### src/rtl/coeff_pkg.sv
// rtl/coeff_pkg.sv - shared constants, header layout and FSM states for the coefficient bank loader
package coeff_pkg;

  localparam int DATA_W     = 32;
  localparam int NUM_SEG    = 4;
  localparam int SEG_LEN    = 10;
  localparam int BANK_DEPTH = NUM_SEG * SEG_LEN;
  localparam int ADDR_W     = $clog2(BANK_DEPTH);

  localparam logic [7:0] HDR_SYNC = 8'hC0;

  localparam int HDR_SYNC_LSB  = 24;
  localparam int HDR_SEG_LSB   = 16;
  localparam int HDR_CNT_LSB   = 8;
  localparam int HDR_START_LSB = 0;

  typedef enum logic [1:0] {
    IDLE,
    DATA,
    DRAIN,
    COMMIT
  } state_t;

  typedef struct packed {
    logic [7:0] sync;
    logic [1:0] seg;
    logic [3:0] cnt_m1;
    logic [3:0] start;
  } coeff_hdr_t;

  // First bank address of a segment; constant multiply, only used at header time.
  function automatic logic [ADDR_W-1:0] seg_base(input logic [1:0] seg);
    return ADDR_W'(int'(seg) * SEG_LEN);
  endfunction

endpackage

### src/rtl/coeff_hdr_decode.sv
// rtl/coeff_hdr_decode.sv - combinational frame header unpack and validity check
module coeff_hdr_decode
  import coeff_pkg::*;
(
  input  logic [DATA_W-1:0] hdr,
  output logic [1:0]        seg,
  output logic [3:0]        start,
  output logic [3:0]        cnt_m1,
  output logic              ok
);

  coeff_hdr_t h;
  logic       unused_bits;

  always_comb begin
    h.sync   = hdr[HDR_SYNC_LSB  +: 8];
    h.seg    = hdr[HDR_SEG_LSB   +: 2];
    h.cnt_m1 = hdr[HDR_CNT_LSB   +: 4];
    h.start  = hdr[HDR_START_LSB +: 4];
  end

  assign unused_bits = ^{hdr[23:18], hdr[15:12], hdr[7:4]};

  assign seg    = h.seg;
  assign start  = h.start;
  assign cnt_m1 = h.cnt_m1;

  // The frame must lie entirely inside one segment.
  assign ok = (h.sync == HDR_SYNC)
           && (int'(h.seg) < NUM_SEG)
           && (int'(h.start) < SEG_LEN)
           && (int'(h.cnt_m1) < SEG_LEN)
           && (int'(h.start) + int'(h.cnt_m1) + 1 <= SEG_LEN);

endmodule

### src/rtl/coeff_bank_loader.sv
// rtl/coeff_bank_loader.sv - stream-to-bank coefficient frame writer; COEFF_SHADOW_EN selects shadow-bank commit
module coeff_bank_loader
  import coeff_pkg::*;
(
  input  logic              clk,
  input  logic              rst,
  input  logic              s_valid,
  output logic              s_ready,
  input  logic [DATA_W-1:0] s_data,
  input  logic              s_last,
  output logic [DATA_W-1:0] config_reg [BANK_DEPTH-1:0],
  output logic              busy,
  output logic              load_done,
  output logic              load_err
);

  state_t            state_q, state_d;
  logic [ADDR_W-1:0] base_q;
  logic [ADDR_W-1:0] wr_addr;
  logic [3:0]        k_q;
  logic [3:0]        cnt_m1_q;
  logic [1:0]        seg_q;

  logic [1:0]        hdr_seg;
  logic [3:0]        hdr_start;
  logic [3:0]        hdr_cnt_m1;
  logic              hdr_ok;

  logic              hdr_take;
  logic              wr_en;
  logic              commit;
  logic              reload;

  coeff_hdr_decode u_hdr_decode (
    .hdr    (s_data),
    .seg    (hdr_seg),
    .start  (hdr_start),
    .cnt_m1 (hdr_cnt_m1),
    .ok     (hdr_ok)
  );

  assign wr_addr = base_q + ADDR_W'(k_q);

  always_ff @(posedge clk or posedge rst) begin
    if (rst) state_q <= IDLE;
    else     state_q <= state_d;
  end

  // s_ready depends on state only, so s_valid is used directly for the accept terms.
  always_comb begin
    state_d   = state_q;
    s_ready   = 1'b1;
    busy      = 1'b1;
    load_done = 1'b0;
    load_err  = 1'b0;
    hdr_take  = 1'b0;
    wr_en     = 1'b0;
    commit    = 1'b0;
    reload    = 1'b0;
    case (state_q)
      IDLE: begin
        busy = 1'b0;
        if (s_valid) begin
          if (s_last) begin
            load_err = 1'b1;
          end else if (hdr_ok) begin
            hdr_take = 1'b1;
            state_d  = DATA;
          end else begin
            state_d = DRAIN;
          end
        end
      end
      DATA: begin
        if (s_valid) begin
          wr_en = 1'b1;
          if (k_q == cnt_m1_q) begin
            state_d = s_last ? COMMIT : DRAIN;
          end else if (s_last) begin
            load_err = 1'b1;
            reload   = 1'b1;
            state_d  = IDLE;
          end
        end
      end
      DRAIN: begin
        if (s_valid && s_last) begin
          load_err = 1'b1;
          reload   = 1'b1;
          state_d  = IDLE;
        end
      end
      COMMIT: begin
        s_ready   = 1'b0;
        load_done = 1'b1;
        commit    = 1'b1;
        state_d   = IDLE;
      end
      default: state_d = IDLE;
    endcase
  end

  always_ff @(posedge clk or posedge rst) begin
    if (rst) begin
      base_q   <= '0;
      k_q      <= '0;
      cnt_m1_q <= '0;
      seg_q    <= '0;
    end else if (hdr_take) begin
      base_q   <= seg_base(hdr_seg) + ADDR_W'(hdr_start);
      k_q      <= '0;
      cnt_m1_q <= hdr_cnt_m1;
      seg_q    <= hdr_seg;
    end else if (wr_en) begin
      k_q <= k_q + 4'd1;
    end
  end

`ifdef COEFF_SHADOW_EN
  logic [DATA_W-1:0] shadow [BANK_DEPTH-1:0];

  // Shadow mirrors config_reg outside a frame; an error restores the frame's segment.
  always_ff @(posedge clk or posedge rst) begin
    if (rst) begin
      for (int i = 0; i < BANK_DEPTH; i++) begin
        shadow[i]     <= '0;
        config_reg[i] <= '0;
      end
    end else begin
      for (int s = 0; s < NUM_SEG; s++) begin
        for (int j = 0; j < SEG_LEN; j++) begin
          if (reload && int'(seg_q) == s)
            shadow[s*SEG_LEN+j] <= config_reg[s*SEG_LEN+j];
          else if (wr_en && wr_addr == ADDR_W'(s*SEG_LEN+j))
            shadow[s*SEG_LEN+j] <= s_data;
          if (commit && int'(seg_q) == s)
            config_reg[s*SEG_LEN+j] <= shadow[s*SEG_LEN+j];
        end
      end
    end
  end
`else
  logic unused_ctl;

  assign unused_ctl = ^{reload, commit, seg_q};

  always_ff @(posedge clk or posedge rst) begin
    if (rst) begin
      for (int i = 0; i < BANK_DEPTH; i++) config_reg[i] <= '0;
    end else if (wr_en) begin
      config_reg[wr_addr] <= s_data;
    end
  end
`endif

endmodule

### config.mk
export PLATFORM = sky130hd
export DESIGN_NAME = coeff_bank_loader
export DESIGN_NICKNAME = d
export VERILOG_FILES = /design/src/rtl/coeff_pkg.sv /design/src/rtl/coeff_hdr_decode.sv /design/src/rtl/coeff_bank_loader.sv
export SDC_FILE = /design/constraint.sdc
export NUM_CORES = 2
export LEC_CHECK = 0
export ABC_CLOCK_PERIOD_IN_PS = 106800
export CORE_AREA = 2 2 508 510
export CTS_BUF_LIST = sky130_fd_sc_hd__clkbuf_8
export CTS_CLUSTER_DIAMETER = 100
export CTS_CLUSTER_SIZE = 25
export DETAILED_ROUTE_END_ITERATION = 16
export DIE_AREA = 0 0 510 512
export GPL_ROUTABILITY_DRIVEN = 0
export SLEW_MARGIN = 20
export SYNTH_ARGS = -nofsm -noshare
export SYNTH_HDL_FRONTEND = slang
export SYNTH_SLANG_ARGS = --single-unit
### constraint.sdc
create_clock -name clk -period 106.8 [get_ports clk]
set_input_delay 21.36 -clock clk [delete_from_list [all_inputs] [get_ports clk]]
set_output_delay 21.36 -clock clk [all_outputs]
set_load 0.005 [all_outputs]
==> results.sh <==
export IMPL_clk_pin_slew_worst_paths_ns=0.12
export IMPL_synthToLayoutAreaGrowth_pct=37.4
export IMPL_synthTopCellsByArea="dfrtp_1, mux2_2, clkbuf_1"
export IMPL_drive_gt1_share_pct=36.0
export IMPL_clkSinkCount=1296
export IMPL_nFillCells=26173
export IMPL_synth_edf_count=0
export IMPL_dp_cells=7541
export IMPL_die_y_um=512
export IMPL_wl_mm=208
export IMPL_dpl_cell_area_um2=66300
export IMPL_nNetsFinal=4283
export IMPL_grt_start_max_net_pins=157
export IMPL_initial_core_util_pct=19.3
export IMPL_cts_resized=0
export IMPL_fin_crit_sh_pct=41.6
export IMPL_crit_path_end_kind="primary output"
export IMPL_clk_latency_ns=0.84
export IMPL_synth_most_common_cell="dfrtp_1"
export IMPL_die_w_um=510
export IMPL_finalInstanceArea_um2=67800
export IMPL_crit_fanout=3
export IMPL_io_pins=1320
export IMPL_worst_path_most_repeated_cell="clkdlybuf4s50_1"
export IMPL_crit_type="input pin to primary output"
export IMPL_worst_ep_required_time_ns=85.44
export IMPL_setup_viol=0
export IMPL_leakage_nw=31.8
export IMPL_vdd_ir_drop_worst_mv=0.0113
export IMPL_synthTopCellsByCount="dfrtp_1, mux2_2, clkbuf_1"
export IMPL_root_buffer="clkbuf_8"
export IMPL_status="completed"
export IMPL_critPathLaunchType="input pin"
export IMPL_async_flop_share_pct=100
export IMPL_port_buffers=1319
export IMPL_min_period_ns=44.40
export IMPL_syn_area_um2=49300
export IMPL_finalClockSkew_ns=0.0572
export IMPL_largest_register_ffs=1280
export IMPL_cts_made_buffers=71
export IMPL_yosys_warnings=0
export IMPL_grt_pass1_vias=32598
export IMPL_arrival_ns=23.04
export IMPL_first_pass_iters=5
export IMPL_clock_fmax_mhz=22.5
export IMPL_ant_nets=0
export IMPL_cts_hold_buffers=0
export IMPL_p_total_mw=0.795
export IMPL_ys_ff_latch=1296
export IMPL_rsz0062_at_grt="no"
export IMPL_hold_path_class="flop to flop"
export IMPL_coreArea_um2=256000
export IMPL_tns_ns=0
export IMPL_syn_nets=3077
export IMPL_grt_pass1_wl_mm=279
export IMPL_vias=31088
export IMPL_path_cells="clkdlybuf4s50_1 -> nand2_1 -> a21oi_1 -> clkdlybuf4s50_1"
export IMPL_h_tree_depth=3
export IMPL_synth_seq_area_share_pct=65.7
export IMPL_clockBufferDepth=3
export IMPL_rows=186
export IMPL_cts_tree="done"
export IMPL_cts_setup_buffers=0
export IMPL_synthFlopType="dfrtp_1"
export IMPL_drv_cap=0
export IMPL_drv_slew=0
export IMPL_slew_headroom_pct=24.0
export IMPL_power_density_nw_per_um2=11.7
export IMPL_final_cells=7668
export IMPL_syn_inst=3024
export IMPL_r2r_slack_ns=102.52
export IMPL_drt_iter0_drc=1876
export IMPL_critical_path_max_stage_delay_ns=0.73
export IMPL_hold_viol_final=0
export IMPL_via_per_inst=4.05
export IMPL_synthDistinctLibCells=47
export IMPL_crit_slowest_cell="clkdlybuf4s50_1"
export IMPL_antenna_found_initial=49
export IMPL_dieArea_um2=261000
export IMPL_globalRouteTotalUtil_pct=15.4
export IMPL_synth_avg_cell_area_um2=16.3
export IMPL_hpwl_mm=138
export IMPL_wire_per_inst_um=27.1
export IMPL_worstMarginPinSlew_ns=1.14
export IMPL_synth_top_area_cell="dfrtp_1"
export IMPL_netlist_area_leader_share_pct=65.7
export IMPL_gr_total_overflow=0
export IMPL_post_route_drc_count=0
## per-layer routing
layer	track usage, %	share of wire, %	vias up
li1	-	-	12880
met5	0	0.013	-
met1	17.9	39	16541
met3	4.79	9.3	251
met4	5.27	3.5	4
met2	26.4	48	1412
## stage by stage
stage | util (%) | hold WS (ns) | setup slack [ns]
global route | 26.5 | 0.527 | 62.37
floorplan | - | 0.483 | 48.91
CTS | 26.5 | 0.513 | 62.37
detailed placement | 25.9 | 0.478 | 62.38
global placement | 25.9 | 0.467 | 62.32
finish | 26.5 | 0.509 | 62.40
## worst paths after layout
kind / start / end / depth (start not counted)
setup / recovery: s_last / load_err / 4
hold / removal: config_reg[818]$_DFFE_PP0P_ / config_reg[818]$_DFFE_PP0P_ / 1
setup reg to reg: k_q[0]$_DFFE_PP0P_ / config_reg[744]$_DFFE_PP0P_ / 10
hold reg to reg: config_reg[818]$_DFFE_PP0P_ / config_reg[818]$_DFFE_PP0P_ / 1
max in group asynchronous: rst / config_reg[659]$_DFFE_PP0P_ / 6
min in group asynchronous: rst / config_reg[702]$_DFFE_PP0P_ / 2
## cells by family (layout without fill, tap and decap cells)
kind of cell	count (synthesis)	after routing	share of synthesized area (%)
AND/OR/NAND/NOR	101	101	1.10
adder cells (fa/ha/maj)	17	17	0.477
flip-flops	1296	1296	65.7
other	0	23	0
XOR/XNOR	14	14	0.249
AO/OA/AOI/OAI	30	30	0.431
buffers and inverters	273	1510	2.48
multiplexers	1293	1293	29.5
## cells in the final DEF, fill, tap and decap left out, drive strengths merged, types with 3 or more instances in the layout
| cell | n |
|---|---|
| nand4 | 3 |
| inv | 23 |
| clkbuf | 75 |
| xnor2 | 11 |
| a21o | 5 |
| diode | 23 |
| clkinvlp | 3 |
| and3b | 3 |
| clkdlybuf4s50 | 1287 |
| or2 | 3 |
| nand3 | 9 |
| a21oi | 13 |
| nor4 | 3 |
| nand3b | 4 |
| and3 | 7 |
| buf | 109 |
| fa | 3 |
| o21ai | 5 |
| ha | 14 |
| xor2 | 3 |
| dfrtp | 1296 |
| nand2b | 5 |
| mux2 | 1289 |
| nor3 | 3 |
| nand2 | 31 |
| nor2b | 5 |
| mux2i | 4 |
| and2 | 3 |
| nor2 | 19 |
| clkinv | 12 |
## power by group
part | switching, mW | leakage [nW] | internal, mW
logic | 0.0373 | 13.0 | 0.0152
registers | 0.00299 | 18.1 | 0.495
clock network | 0.170 | 0.719 | 0.0736
## worst max-delay path: cells and delay by family
family          cells  cell delay (ns)
simple gates        1             0.18
buf+inv             2             1.28
compound gates      1             0.21
## final cells by class
| class | count | area (um^2) | area share [%] |
|---|---|---|---|
| sequential | 1296 | 32400 | 47.8 |
| inverter | 10 | 45.0 | 0.0664 |
| antenna | 23 | 57.6 | 0.0849 |
| timing repair buffer | 1396 | 13700 | 20.3 |
| clock inverter | 29 | 393 | 0.579 |
| multi-input combinational | 1455 | 15900 | 23.4 |
| tap | 3384 | 4230 | 6.24 |
| clock buffer | 75 | 1030 | 1.52 |
No activity file was read; power rests on OpenSTA's default activity.
